## config.mk

```make
export PLATFORM = sky130hd
export DESIGN_NAME = fetch_sequencer
export DESIGN_NICKNAME = d
export VERILOG_FILES = /design/src/rtl/fetch_sequencer.sv
export SDC_FILE = /design/constraint.sdc
export NUM_CORES = 1
export LEC_CHECK = 0
export BUFFER_PORTS_ARGS = -buffer_cell sky130_fd_sc_hd__clkbuf_2
export CAP_MARGIN = 25
export CORE_ASPECT_RATIO = 0.75
export CORE_MARGIN = 5
export CORE_UTILIZATION = 59
export DETAILED_ROUTE_END_ITERATION = 7
export MAX_ROUTING_LAYER = met4
export PLACE_DENSITY = 0.84
export REMOVE_ABC_BUFFERS = 1
export SYNTH_ARGS = -nofsm -noshare
export SYNTH_HDL_FRONTEND = slang
export SYNTH_SLANG_ARGS = --single-unit
```

## constraint.sdc

```tcl
create_clock -name clk -period 4.8 [get_ports clk]
set_input_delay 0 -clock clk [delete_from_list [all_inputs] [get_ports clk]]
set_output_delay 0 -clock clk [all_outputs]
set_load 0.02 [all_outputs]
```

## src/rtl/fetch_sequencer.sv

```systemverilog
// Fetch sequencer: steers PC / IF-ID / ID-EX enables for a simple in-order
// pipeline. It arbitrates branch redirects, load-use stalls and instruction
// memory misses, and it flags a sticky fault when memory never answers.
module fetch_sequencer #(
    parameter int INIT_HOLD = 2,
    parameter int MAX_WAIT  = 15
) (
    input  logic        clk,
    input  logic        reset,
    input  logic        br_taken,
    input  logic        load_use,
    input  logic        imem_ready,
    output logic        pc_en,
    output logic        pc_src,
    output logic        old_br,
    output logic        ifid_en,
    output logic        ifid_flush,
    output logic        idex_bubble,
    output logic        imem_req,
    output logic        fault,
    output logic [2:0]  state,
    output logic [15:0] stall_cnt,
    output logic [15:0] redir_cnt
);

    typedef enum logic [2:0] {
        S_INIT     = 3'd0,
        S_RUN      = 3'd1,
        S_STALL    = 3'd2,
        S_REDIRECT = 3'd3,
        S_MEMWAIT  = 3'd4,
        S_ERROR    = 3'd5
    } state_t;

    // Last count value of each counter before the FSM moves on.
    localparam logic [3:0] HOLD_LAST = 4'(INIT_HOLD - 1);
    localparam logic [7:0] WAIT_LAST = 8'(MAX_WAIT - 1);
    localparam logic [15:0] CNT_MAX  = 16'hFFFF;

    state_t      state_r;
    state_t      next_s;
    logic [3:0]  hold_r;
    logic [7:0]  wait_r;
    logic        fault_r;
    logic [15:0] stall_r;
    logic [15:0] redir_r;

    logic        redir_s;
    logic        wait_clr_s;
    logic        wait_inc_s;
    logic        stall_inc_s;

    // Next-state and control decode; outputs follow state and inputs directly.
    always_comb begin
        pc_en       = 1'b0;
        pc_src      = 1'b0;
        old_br      = 1'b0;
        ifid_en     = 1'b0;
        ifid_flush  = 1'b0;
        idex_bubble = 1'b0;
        imem_req    = 1'b1;
        next_s      = state_r;
        redir_s     = 1'b0;
        wait_clr_s  = 1'b0;
        wait_inc_s  = 1'b0;
        if (reset) begin
            imem_req    = 1'b0;
            ifid_flush  = 1'b1;
            idex_bubble = 1'b1;
            next_s      = S_INIT;
        end else begin
            case (state_r)
                S_INIT: begin
                    imem_req    = 1'b0;
                    ifid_flush  = 1'b1;
                    idex_bubble = 1'b1;
                    if (hold_r == HOLD_LAST) begin
                        next_s = S_RUN;
                    end else begin
                        next_s = S_INIT;
                    end
                end
                S_RUN, S_STALL, S_MEMWAIT, S_REDIRECT: begin
                    // The squashed slot after a redirect ignores decode hazards.
                    if (br_taken && (state_r != S_REDIRECT)) begin
                        pc_en      = 1'b1;
                        pc_src     = 1'b1;
                        old_br     = 1'b1;
                        ifid_en    = 1'b1;
                        ifid_flush = 1'b1;
                        redir_s    = 1'b1;
                        next_s     = S_REDIRECT;
                    end else if (load_use && (state_r != S_REDIRECT)) begin
                        idex_bubble = 1'b1;
                        next_s      = S_STALL;
                    end else if (!imem_ready) begin
                        idex_bubble = 1'b1;
                        if (state_r == S_MEMWAIT) begin
                            wait_inc_s = 1'b1;
                            if (wait_r == WAIT_LAST) begin
                                next_s = S_ERROR;
                            end else begin
                                next_s = S_MEMWAIT;
                            end
                        end else begin
                            wait_clr_s = 1'b1;
                            next_s     = S_MEMWAIT;
                        end
                    end else begin
                        pc_en   = 1'b1;
                        ifid_en = 1'b1;
                        if (state_r == S_REDIRECT) begin
                            idex_bubble = 1'b1;
                        end else begin
                            idex_bubble = 1'b0;
                        end
                        next_s = S_RUN;
                    end
                end
                S_ERROR: begin
                    imem_req    = 1'b0;
                    ifid_flush  = 1'b1;
                    idex_bubble = 1'b1;
                    next_s      = S_ERROR;
                end
                default: begin
                    imem_req    = 1'b0;
                    ifid_flush  = 1'b1;
                    idex_bubble = 1'b1;
                    next_s      = S_INIT;
                end
            endcase
        end
    end

    // A lost cycle is any pipeline-active state in which the PC does not advance.
    always_comb begin
        if (!reset && !pc_en &&
            ((state_r == S_RUN) || (state_r == S_STALL) ||
             (state_r == S_REDIRECT) || (state_r == S_MEMWAIT))) begin
            stall_inc_s = 1'b1;
        end else begin
            stall_inc_s = 1'b0;
        end
    end

    // State register, INIT hold timer, memory wait timer, statistics and fault flag.
    always_ff @(posedge clk) begin
        if (reset) begin
            state_r <= S_INIT;
            hold_r  <= 4'd0;
            wait_r  <= 8'd0;
            stall_r <= 16'd0;
            redir_r <= 16'd0;
            fault_r <= 1'b0;
        end else begin
            state_r <= next_s;
            if ((state_r == S_INIT) && (hold_r != HOLD_LAST)) begin
                hold_r <= hold_r + 4'd1;
            end
            if (wait_clr_s) begin
                wait_r <= 8'd0;
            end else if (wait_inc_s) begin
                wait_r <= wait_r + 8'd1;
            end
            if (stall_inc_s && (stall_r != CNT_MAX)) begin
                stall_r <= stall_r + 16'd1;
            end
            if (redir_s && (redir_r != CNT_MAX)) begin
                redir_r <= redir_r + 16'd1;
            end
            if (next_s == S_ERROR) begin
                fault_r <= 1'b1;
            end
        end
    end

    // While reset is held the visible status looks like INIT.
    assign state     = reset ? 3'd0 : state_r;
    assign fault     = fault_r & ~reset;
    assign stall_cnt = stall_r;
    assign redir_cnt = redir_r;

endmodule

```

==> results_dict.tcl <==
set metrics [dict create \
    status "finished clean" \
    synth_top_area_share 0.3776 \
    intPower_uw 680.3 \
    clk_pin_slew_ns 0.09 \
    fin_nets 356 \
    place.gp.congestion 0.9400 \
    path_max_fanout 13 \
    synthSimpleGateAreaFrac 0.3043 \
    wl_per_cell_um 14.23 \
    required_ns 4.96 \
    hold_depth 4 \
    cts.path.max_buffers 2 \
    grt_pass1_wl_mm 9.687 \
    power.switching_uw 308.8 \
    grt_max_degree 44 \
    cts_hold_buf 0 \
    synth_top_family_by_area "simple AND/OR/NAND/NOR gates" \
    diodes 0 \
    grt_antenna_before_repair 0 \
    yosysWarnings 0 \
    grt_usage 0.2133 \
    syn_area_per_cell_um2 8.344 \
    drive_gt1_frac 0.1821 \
    ys_ff_latch 48 \
    sequentialPowerShare 0.459 \
    ant_nets 0 \
    dr.pass1.iters 4 \
    die_area_um2 5741 \
    max_cap_viol_count 0 \
    placed_area_um2 2771 \
    clock_latency_ns 0.30 \
    crit_type "register to register" \
    synthAdderAreaFrac 0.02950 \
    clkPwrFrac 0.322 \
    grt_pass1_vias 2090 \
    htreeDepth 2 \
    yosys_most_used_dff "dfxtp_1" \
    hpwlAfterDp_mm 4.002 \
    placed_cells 393 \
    via_count 2355 \
    cts_resized 0 \
    drc 0 \
    cts_post_setup_buffers_inserted 0 \
    setup_viol 0 \
    cts_tree "done" \
    cts_sinks 48 \
    num_io_pins 48 \
    final_area_um2 2898 \
    layout_common_cells "48 x dfxtp_1, 47 x clkbuf_2, 38 x nor2_1" \
    fmax_ghz 0.4201 \
    switching_share 0.3122 \
    synth_top_area_cell "dfxtp_1" \
    synth_area_um2 2545 \
    p_leak_nw 1.071 \
    yosysSeqAreaShare 0.3776 \
    end_kind "register" \
    slew_violations 0 \
    tightest_slew_ns 0.8703 \
    synth_xor_area_frac 0.07571 \
    synth_edf_count 0 \
    syn_inst 305 \
    relSlewSlack 0.4198 \
    die_y_um 66.88 \
    finalNonFillerCells 401 \
    io_buffers 47 \
    drt_iter0_drc 204 \
    period_needed_ns 2.380 \
    timing.final.crit_share 0.4959 \
    core_um2 4104 \
    synthTopCellsByArea "dfxtp_1 38%, nor2_1 5.6%, xor2_1 4.5%" \
    grt_overflow 0 \
    hold_viol 0 \
    vdd_drop_max_v 0.0002167 \
    skew_ns 0.002790 \
    areaGrowthSynthToFinish_pct 13.86 \
    drt-total-wl_mm 5.707 \
    worstPathArrival_ns 2.54 \
    rsz0062_at_grt "no" \
    dieWidth_um 85.84 \
    initial_core_util 0.6201 \
    p_per_area_nw_per_um2 341.3 \
    synth_cell_types 47 \
    setup_tns_ns 0 \
    async_reset_ff_frac 0 \
    r2r_cells 6 \
    start_kind "register" \
    final_common_cell "dfxtp_1" \
    synth_mux_area_frac 0.01573 \
    numCtsBuffers 5 \
    rows 20 \
    vias_per_cell 5.873 \
    synth_compound_area_frac 0.1490 \
    pwr-share-comb 0.219 \
    cts-root-buf "clkbuf_8" \
    hold_class "input port to register" \
]
==> logic make-up after synthesis <==
kind of cell	Yosys count
AO/OA/AOI/OAI	55
AND/OR/NAND/NOR	144
buffers and inverters	26
multiplexers	4
flip-flops	48
XOR/XNOR	22
adder cells (fa/ha/maj)	6
==> through the flow <==
step           total power, mW  utilization  setup slack [ns]  hold slack, ns
2_1_floorplan           0.6114            -             2.619         0.06907
3_3_place_gp            0.6693       0.6753             2.540          0.3740
3_5_place_dp            0.6748       0.6753             2.364          0.3719
4_1_cts                 0.9948       0.7061             2.461         0.04643
5_1_grt                  1.046       0.7061             2.167         0.07675
6_report                0.9890       0.7061             2.420         0.06045
==> synth_stat cells, drive strengths merged, types with 7 or more instances <==
cell,count
nor4,9
nor3,12
xor2,13
inv,12
a21oi,18
clkbuf,8
nand2,22
nand4,12
nor2,38
dfxtp,48
nand3,12
xnor2,9
o21ai,7
==> sequential cells by signal, summed over array words and instances, names as in the netlist <==
name / cells
wait_r: 8
hold_r: 4
stall_cnt: 16
fault_r: 1
redir_cnt: 16
state_r: 3
==> per-layer routing <==
layer | vias to the layer above | wire [µm] | track usage
li1 | 1207 | - | -
met1 | 1091 | 2851 | 0.2922
met2 | 51 | 2539 | 0.3169
met3 | 6 | 267 | 0.04574
met4 | 0 | 48 | 0.06126
met5 | - | 0 | -
==> worst paths after layout <==
kind	from	to	slack, ns
setup / recovery	state_r[2]	redir_cnt[1]	2.42
hold / removal	imem_ready	state_r[2]	0.06
setup reg to reg	state_r[2]	redir_cnt[1]	2.42
hold reg to reg	stall_cnt[7]	stall_cnt[7]	0.52
==> worst max-delay path: stages, from the launching register on <==
cell and delay, ns:
dfxtp_1 0.56, xor2_1 0.17, o2111ai_1 0.62, inv_1 0.27, o21ai_1 0.30, mux2i_1 0.25, nor2_1 0.06
==> cell type report <==
type / instances / area, µm²
Sequential cell: 48 / 960.9
Clock inverter: 1 / 30.03
Timing Repair Buffer: 47 / 235.2
Fill cell: 336 / 1206
Clock buffer: 7 / 96.34
Multi-Input combinational cell: 231 / 1461
Tap cell: 55 / 68.82
Inverter: 12 / 45.04
==> power by group through the flow <==
stage	combinational [mW]	sequential [mW]	clock, mW
global placement	0.208	0.461	0
detailed placement	0.213	0.462	0
global route	0.244	0.458	0.345
CTS	0.218	0.453	0.324
finish	0.217	0.454	0.318
floorplan	0.153	0.459	0
Note: power is estimated with default switching activity, not from simulation.
